<file path="config.mk">
export PLATFORM = sky130hd
export DESIGN_NAME = control_sequencer
export DESIGN_NICKNAME = d
export VERILOG_FILES = /design/src/rtl/cpu_pkg.sv /design/src/rtl/opcode_classifier.sv /design/src/rtl/control_sequencer.sv
export SDC_FILE = /design/constraint.sdc
export NUM_CORES = 1
export LEC_CHECK = 0
export BUFFER_PORTS_ARGS = -buffer_cell sky130_fd_sc_hd__buf_4
export CORE_MARGIN = 5
export CORE_UTILIZATION = 50
export CTS_BUF_LIST = sky130_fd_sc_hd__clkbuf_4
export DETAILED_ROUTE_END_ITERATION = 6
export GPL_TIMING_DRIVEN = 0
export PLACE_DENSITY = 0.93
export SYNTH_ARGS = -nofsm -noshare
export SYNTH_HDL_FRONTEND = slang
export SYNTH_HIERARCHICAL = 1
export SYNTH_SLANG_ARGS = --single-unit
</file>
<file path="constraint.sdc">
create_clock -name clk -period 2.63 [get_ports clk]
set_input_delay 0.1315 -clock clk [delete_from_list [all_inputs] [get_ports clk]]
set_output_delay 0.1315 -clock clk [all_outputs]
set_load 0.01 [all_outputs]
</file>
<file path="src/rtl/cpu_pkg.sv">
// Shared definitions for the hardwired control unit: opcode map, ALU codes,
// sequencer states, opcode classes and the bundled control-strobe word.
package cpu_pkg;

    localparam int OPW = 5;

    localparam logic [4:0] OP_LD   = 5'd0;
    localparam logic [4:0] OP_LDI  = 5'd1;
    localparam logic [4:0] OP_ST   = 5'd2;
    localparam logic [4:0] OP_ADD  = 5'd3;
    localparam logic [4:0] OP_SUB  = 5'd4;
    localparam logic [4:0] OP_AND  = 5'd5;
    localparam logic [4:0] OP_OR   = 5'd6;
    localparam logic [4:0] OP_SHR  = 5'd7;
    localparam logic [4:0] OP_SHL  = 5'd8;
    localparam logic [4:0] OP_ROR  = 5'd9;
    localparam logic [4:0] OP_ROL  = 5'd10;
    localparam logic [4:0] OP_ADDI = 5'd11;
    localparam logic [4:0] OP_ANDI = 5'd12;
    localparam logic [4:0] OP_ORI  = 5'd13;
    localparam logic [4:0] OP_MUL  = 5'd14;
    localparam logic [4:0] OP_DIV  = 5'd15;
    localparam logic [4:0] OP_NEG  = 5'd16;
    localparam logic [4:0] OP_NOT  = 5'd17;
    localparam logic [4:0] OP_BR   = 5'd18;
    localparam logic [4:0] OP_JR   = 5'd19;
    localparam logic [4:0] OP_JAL  = 5'd20;
    localparam logic [4:0] OP_IN   = 5'd21;
    localparam logic [4:0] OP_OUT  = 5'd22;
    localparam logic [4:0] OP_MFHI = 5'd23;
    localparam logic [4:0] OP_MFLO = 5'd24;
    localparam logic [4:0] OP_NOP  = 5'd25;
    localparam logic [4:0] OP_HALT = 5'd26;

    // ALU function codes share the encoding of the matching R-type opcodes
    localparam logic [4:0] ALU_ADD = 5'd3;
    localparam logic [4:0] ALU_SUB = 5'd4;
    localparam logic [4:0] ALU_AND = 5'd5;
    localparam logic [4:0] ALU_OR  = 5'd6;
    localparam logic [4:0] ALU_MUL = 5'd14;
    localparam logic [4:0] ALU_DIV = 5'd15;
    localparam logic [4:0] ALU_NEG = 5'd16;
    localparam logic [4:0] ALU_NOT = 5'd17;

    typedef enum logic [3:0] {
        RST, T0, T1, T2, T3, T4, T5, T6, T7, HALT
    } state_t;

    typedef enum logic [3:0] {
        CLS_RALU, CLS_IALU, CLS_UNARY, CLS_MULDIV, CLS_LD, CLS_LDI, CLS_ST,
        CLS_BR, CLS_JR, CLS_IN, CLS_OUT, CLS_MFHI, CLS_MFLO, CLS_NOP, CLS_HALT
    } cls_t;

    typedef struct packed {
        logic gra, grb, grc, rin, rout, baout, cout;
        logic irin, pcin, pcout, incpc;
        logic marin, mdrin, mdrout, read, write;
        logic yin, zin, zhighout, zlowout;
        logic hiin, loin, hiout, loout;
        logic inportout, outportin, conin;
    } ctrl_t;

endpackage

</file>
<file path="src/rtl/opcode_classifier.sv">
// Maps an instruction opcode onto the execute-sequence class it follows.
module opcode_classifier
    import cpu_pkg::*;
#(
    parameter int OPW = 5
) (
    input  logic [OPW-1:0] opcode,
    output cls_t           cls
);

    always_comb begin
        cls = CLS_NOP;
        case (opcode)
            OP_ADD, OP_SUB, OP_AND, OP_OR,
            OP_SHR, OP_SHL, OP_ROR, OP_ROL: cls = CLS_RALU;
            OP_ADDI, OP_ANDI, OP_ORI:       cls = CLS_IALU;
            OP_NEG, OP_NOT:                 cls = CLS_UNARY;
            OP_MUL, OP_DIV:                 cls = CLS_MULDIV;
            OP_LD:                          cls = CLS_LD;
            OP_LDI:                         cls = CLS_LDI;
            OP_ST:                          cls = CLS_ST;
            OP_BR:                          cls = CLS_BR;
            OP_JR:                          cls = CLS_JR;
            OP_IN:                          cls = CLS_IN;
            OP_OUT:                         cls = CLS_OUT;
            OP_MFHI:                        cls = CLS_MFHI;
            OP_MFLO:                        cls = CLS_MFLO;
            OP_HALT:                        cls = CLS_HALT;
            default:                        cls = CLS_NOP;
        endcase
    end

endmodule

</file>
<file path="src/rtl/control_sequencer.sv">
// Hardwired control unit: fetch T0-T2, opcode-class execute steps T3-T7,
// memory handshake on mem_ready, HALT absorbing until clr.
module control_sequencer
    import cpu_pkg::*;
#(
    parameter int OPW = 5
) (
    input  logic        clk,
    input  logic        clr,
    input  logic [31:0] ir,
    input  logic        con_ff,
    input  logic        mem_ready,
    output logic        Gra,
    output logic        Grb,
    output logic        Grc,
    output logic        Rin,
    output logic        Rout,
    output logic        BAout,
    output logic        Cout,
    output logic        IRin,
    output logic        PCin,
    output logic        PCout,
    output logic        IncPC,
    output logic        MARin,
    output logic        MDRin,
    output logic        MDRout,
    output logic        Read,
    output logic        Write,
    output logic        Yin,
    output logic        Zin,
    output logic        Zhighout,
    output logic        Zlowout,
    output logic        HIin,
    output logic        LOin,
    output logic        HIout,
    output logic        LOout,
    output logic        InPortout,
    output logic        OutPortin,
    output logic        CONin,
    output logic [4:0]  alu_op,
    output logic        run
);

    state_t         state, state_nxt;
    cls_t           cls_dec, cls_q, cls;
    logic [OPW-1:0] op_q, op;
    logic           t1_wait;
    ctrl_t          c;
    logic           unused_ir;

    assign unused_ir = ^ir[31-OPW:0];

    opcode_classifier #(.OPW(OPW)) u_classifier (
        .opcode (ir[31 -: OPW]),
        .cls    (cls_dec)
    );

    // In T3 the freshly loaded IR is decoded live; later steps use the latched copy
    assign cls = (state == T3) ? cls_dec : cls_q;
    assign op  = (state == T3) ? ir[31 -: OPW] : op_q;

    function automatic logic [4:0] ialu_fn(input logic [OPW-1:0] opc);
        case (opc)
            OP_ANDI: return ALU_AND;
            OP_ORI:  return ALU_OR;
            default: return ALU_ADD;
        endcase
    endfunction

    always_ff @(posedge clk or posedge clr) begin
        if (clr) begin
            state   <= RST;
            cls_q   <= CLS_NOP;
            op_q    <= '0;
            t1_wait <= 1'b0;
        end else begin
            state   <= state_nxt;
            t1_wait <= (state == T1);
            if (state == T3) begin
                cls_q <= cls_dec;
                op_q  <= ir[31 -: OPW];
            end
        end
    end

    always_comb begin
        state_nxt = state;
        case (state)
            RST: state_nxt = T0;
            T0:  state_nxt = T1;
            T1:  state_nxt = mem_ready ? T2 : T1;
            T2:  state_nxt = T3;
            T3: begin
                case (cls)
                    CLS_HALT: state_nxt = HALT;
                    CLS_JR, CLS_IN, CLS_OUT, CLS_MFHI, CLS_MFLO, CLS_NOP: state_nxt = T0;
                    default:  state_nxt = T4;
                endcase
            end
            T4: state_nxt = (cls == CLS_UNARY) ? T0 : T5;
            T5: begin
                case (cls)
                    CLS_RALU, CLS_IALU, CLS_LDI: state_nxt = T0;
                    default:                     state_nxt = T6;
                endcase
            end
            T6: begin
                case (cls)
                    CLS_LD:  state_nxt = mem_ready ? T7 : T6;
                    CLS_ST:  state_nxt = T7;
                    default: state_nxt = T0;
                endcase
            end
            T7: begin
                if (cls == CLS_ST) state_nxt = mem_ready ? T0 : T7;
                else               state_nxt = T0;
            end
            HALT:    state_nxt = HALT;
            default: state_nxt = RST;
        endcase
    end

    always_comb begin
        c      = '0;
        alu_op = ALU_ADD;
        run    = 1'b1;
        case (state)
            T0: begin
                c.pcout = 1'b1; c.marin = 1'b1; c.incpc = 1'b1; c.zin = 1'b1;
            end
            T1: begin
                // PC update happens once even if memory stretches the read
                c.zlowout = 1'b1; c.pcin = !t1_wait; c.read = 1'b1; c.mdrin = 1'b1;
            end
            T2: begin
                c.mdrout = 1'b1; c.irin = 1'b1;
            end
            T3: begin
                case (cls)
                    CLS_RALU, CLS_IALU: begin c.grb = 1'b1; c.rout = 1'b1; c.yin = 1'b1; end
                    CLS_UNARY: begin c.grb = 1'b1; c.rout = 1'b1; c.zin = 1'b1; alu_op = op; end
                    CLS_MULDIV: begin c.gra = 1'b1; c.rout = 1'b1; c.yin = 1'b1; end
                    CLS_LD, CLS_LDI, CLS_ST: begin c.grb = 1'b1; c.baout = 1'b1; c.yin = 1'b1; end
                    CLS_BR:   begin c.gra = 1'b1; c.rout = 1'b1; c.conin = 1'b1; end
                    CLS_JR:   begin c.gra = 1'b1; c.rout = 1'b1; c.pcin = 1'b1; end
                    CLS_IN:   begin c.inportout = 1'b1; c.gra = 1'b1; c.rin = 1'b1; end
                    CLS_OUT:  begin c.gra = 1'b1; c.rout = 1'b1; c.outportin = 1'b1; end
                    CLS_MFHI: begin c.hiout = 1'b1; c.gra = 1'b1; c.rin = 1'b1; end
                    CLS_MFLO: begin c.loout = 1'b1; c.gra = 1'b1; c.rin = 1'b1; end
                    default: ;
                endcase
            end
            T4: begin
                case (cls)
                    CLS_RALU:   begin c.grc = 1'b1; c.rout = 1'b1; c.zin = 1'b1; alu_op = op; end
                    CLS_IALU:   begin c.cout = 1'b1; c.zin = 1'b1; alu_op = ialu_fn(op); end
                    CLS_UNARY:  begin c.zlowout = 1'b1; c.gra = 1'b1; c.rin = 1'b1; end
                    CLS_MULDIV: begin c.grb = 1'b1; c.rout = 1'b1; c.zin = 1'b1; alu_op = op; end
                    CLS_LD, CLS_LDI, CLS_ST: begin c.cout = 1'b1; c.zin = 1'b1; end
                    CLS_BR:     begin c.pcout = 1'b1; c.yin = 1'b1; end
                    default: ;
                endcase
            end
            T5: begin
                case (cls)
                    CLS_RALU, CLS_IALU, CLS_LDI: begin c.zlowout = 1'b1; c.gra = 1'b1; c.rin = 1'b1; end
                    CLS_MULDIV:     begin c.zlowout = 1'b1; c.loin = 1'b1; end
                    CLS_LD, CLS_ST: begin c.zlowout = 1'b1; c.marin = 1'b1; end
                    CLS_BR:         begin c.cout = 1'b1; c.zin = 1'b1; end
                    default: ;
                endcase
            end
            T6: begin
                case (cls)
                    CLS_MULDIV: begin c.zhighout = 1'b1; c.hiin = 1'b1; end
                    CLS_LD:     begin c.read = 1'b1; c.mdrin = 1'b1; end
                    CLS_ST:     begin c.gra = 1'b1; c.rout = 1'b1; c.mdrin = 1'b1; end
                    CLS_BR:     begin c.zlowout = con_ff; c.pcin = con_ff; end
                    default: ;
                endcase
            end
            T7: begin
                case (cls)
                    CLS_LD:  begin c.mdrout = 1'b1; c.gra = 1'b1; c.rin = 1'b1; end
                    CLS_ST:  c.write = 1'b1;
                    default: ;
                endcase
            end
            HALT:    run = 1'b0;
            default: ;
        endcase
    end

    assign Gra       = c.gra;
    assign Grb       = c.grb;
    assign Grc       = c.grc;
    assign Rin       = c.rin;
    assign Rout      = c.rout;
    assign BAout     = c.baout;
    assign Cout      = c.cout;
    assign IRin      = c.irin;
    assign PCin      = c.pcin;
    assign PCout     = c.pcout;
    assign IncPC     = c.incpc;
    assign MARin     = c.marin;
    assign MDRin     = c.mdrin;
    assign MDRout    = c.mdrout;
    assign Read      = c.read;
    assign Write     = c.write;
    assign Yin       = c.yin;
    assign Zin       = c.zin;
    assign Zhighout  = c.zhighout;
    assign Zlowout   = c.zlowout;
    assign HIin      = c.hiin;
    assign LOin      = c.loin;
    assign HIout     = c.hiout;
    assign LOout     = c.loout;
    assign InPortout = c.inportout;
    assign OutPortin = c.outportin;
    assign CONin     = c.conin;

endmodule

</file>
==> run summary <==
Layout cell share with drive strength beyond 1: 0.260
Commonest non-fill, non-tap cell in the layout: buf_4
Core Region: 3340 um^2
CTS tree: done
CP required: 2500 ps
Seq/Total Area, Yosys: 0.207
Synthesis-to-finish area growth: 26.6%
Row count: 21
Slowest-stage cell, CP: or4b_4
Routed vias: 2151
Die H: 68.6 um
EDFF count, synth: 0
Mapped cell area: 1710 um^2
Initial core utilization: 0.514
Synthesized net count: 277
Crit-path leading delay family: simple AND/OR/NAND/NOR gates
IO buf count: 41
Final min period: 2540 ps
Startpoint types: flop
Antenna violations before repair: 0
CTS Buffer Depth: 2
Hold WC Path Type: in2reg
Sink Count: 14
Comb pwr share: 0.706
Yosys cell types: 61
Final RePlAce weighted congestion: 0.950
FF-to-FF path depth: 5
Register-to-register setup slack: 410 ps
Placed Area: 2080 um^2
Slew HR: 0.551
Worst r2r src: state[0]
Post-synth ARST share: 1.00
Net load switching power: 0.987 mW
HPWL Detailed: 4.31 mm
ANT nets after route: 0
Die area: 4700 um^2
CTS root buf: clkbuf_4
Total global-route track usage: 0.258
Syn Area/Cell: 7.11 um^2
Via count of the first global-routing pass: 1944
Bufs and invs on worst path: 3
Hold EP: op_q[1]
Critical path data arrival time: 2410 ps
Post-route insts no fill: 335
Final period util: 0.967
Power density over the cells: 908 nW/um^2
Vias per inst: 6.42
Leakage: 0.938 nW
Cells after Synth: 241
Internal: 0.982 mW
Total gr overflow: 0
Critical path's most frequent cell: buf_6
Place WS: 80.8 ps
Worst vdd ir: 0.000302 V
Sequential Power Share: 0.215
DR pass1 iterations: 5
Clock Skews: 14.3 ps
Initial drt markers: 284
DRC viols: 0
Sw frac: 0.501
Chip Width: 68.6 um
Hold path start: ir[28]
Crit path kind: reg2out
Fin nets: 326
MaxCap Viol Count: 0
I/O pin total: 69
Slew @ Worst Pin: 672 ps
Design Area, Final: 2170 um^2
N_diodes: 0
Num CTS Buffers: 3
Worst-path cell chain: buf_6, or4b_4, buf_6, or4_4, o32a_1, buf_4
F_max: 393 MHz
Final core utilization: 0.650
Final hold vios: 0
Clk pwr share: 0.079
First-pass GRT wire length: 9.16 mm
Number of cells on the worst hold path: 3
Pin count of the biggest net entering global routing: 15
RR Endpoint: state[3]
Commonest cells after routing, fill and taps aside: 45 x buf_4, 30 x nand2_1, 25 x nor2_1, 16 x o21ai_0
Placed insts: 328
CP Capture Type: output port
Final wirelength: 5.80 mm
Predominant post-synthesis flop cell: dfrtp_1
Status: complete, no violations
# H-tree levels: 1
Worst-path fanout max: 10
Clk_lat worst skew: 300 ps
Setup TNS: 0 ps
YS warnings: 6
Worst path max stage delay: 530 ps
# setup viols final: 0
WL per Instance: 17.3 um
Fillers: 297
Final Max Tran Viols: 0
Clock transition at path regs: 110 ps
Yosys reg bits: 14
Final setup margin: 87.3 ps
layer usage:
metal / GRT usage / routed length (um) / vias up / share of wire
met5: 0 / 0 / - / 0
met4: 0.0968 / 173 / 0 / 0.030
met3: 0.0551 / 639 / 25 / 0.11
met2: 0.409 / 2670 / 170 / 0.46
met1: 0.342 / 2320 / 977 / 0.40
li1: - / - / 979 / -
cell type report:
| type | instances | area (um^2) | share of cell area |
|---|---|---|---|
| plain buffers | 20 | 103 | 0.0473 |
| clock buffers | 4 | 30.0 | 0.0138 |
| inverters | 7 | 26.3 | 0.0121 |
| multi-input cells | 200 | 1270 | 0.584 |
| flip-flops and latches | 14 | 354 | 0.163 |
| well taps | 46 | 57.6 | 0.0265 |
| repair buffers | 44 | 333 | 0.153 |
worst max-delay path by stage:
stage	start	cells past startpoint	to
after floorplan	state[3]	5	state[3]
after global placement	ir[28]	10	alu_op[3]
after detailed placement	ir[28]	10	alu_op[3]
after CTS	state[3]	7	PCin
after global routing	state[0]	6	Yin
final	state[3]	6	alu_op[1]
synth_stat cells (5+ instances only):
| master | instances | share of area |
|---|---|---|
| nand2b_1 | 12 | 0.044 |
| inv_1 | 7 | 0.015 |
| nor2b_1 | 8 | 0.029 |
| clkbuf_1 | 12 | 0.026 |
| nand2_1 | 30 | 0.066 |
| nor2_1 | 25 | 0.055 |
| a21oi_1 | 11 | 0.032 |
| dfrtp_1 | 11 | 0.16 |
| nor3_1 | 12 | 0.035 |
| o2111ai_1 | 5 | 0.026 |
| o21ai_0 | 16 | 0.047 |
| nand3_1 | 9 | 0.026 |
| o211ai_1 | 5 | 0.022 |
worst min-delay path, stage by stage:
cell and delay [ps]:
buf_4 110, nand2_1 50, nand2_1 50
state kept, by name, indices dropped and copies added (netlist names):
name	flops
state	4
op_q	5
cls_q	4
t1_wait	1
repair_timing:
action                     4_1_cts  5_1_grt
pin swaps                        0        1
hold endpoints to repair        11        0
setup buffers                    0        2
hold buffers                     1        0
setup endpoints to repair       11       12
gates resized for setup          2        6
cell families (layout without fill, tap and decap cells):
logic type | count (synthesis) | after routing | synth area share
compound gates | 60 | 60 | 0.240
xor+xnor | 2 | 2 | 0.0102
buf+inv | 27 | 75 | 0.0744
flops | 14 | 14 | 0.207
mux | 7 | 7 | 0.0453
simple gates | 131 | 131 | 0.423
power by group through the flow:
stage | sequential, mW | clock [mW] | combinational [mW]
after global placement | 0.406 | 0 | 1.29
after floorplan | 0.387 | 0 | 0.902
final | 0.423 | 0.155 | 1.39
after detailed placement | 0.411 | 0 | 1.32
after CTS | 0.415 | 0.152 | 1.33
after global routing | 0.431 | 0.163 | 1.52
per-stage QoR:
step | power [mW] | hold WS [ps]
6_report | 1.97 | 88.6
5_1_grt | 2.11 | 118
4_1_cts | 1.90 | 81.4
3_5_place_dp | 1.73 | 232
3_3_place_gp | 1.70 | 222
2_1_floorplan | 1.29 | 18.6
Power figures use the tool's default switching activity.
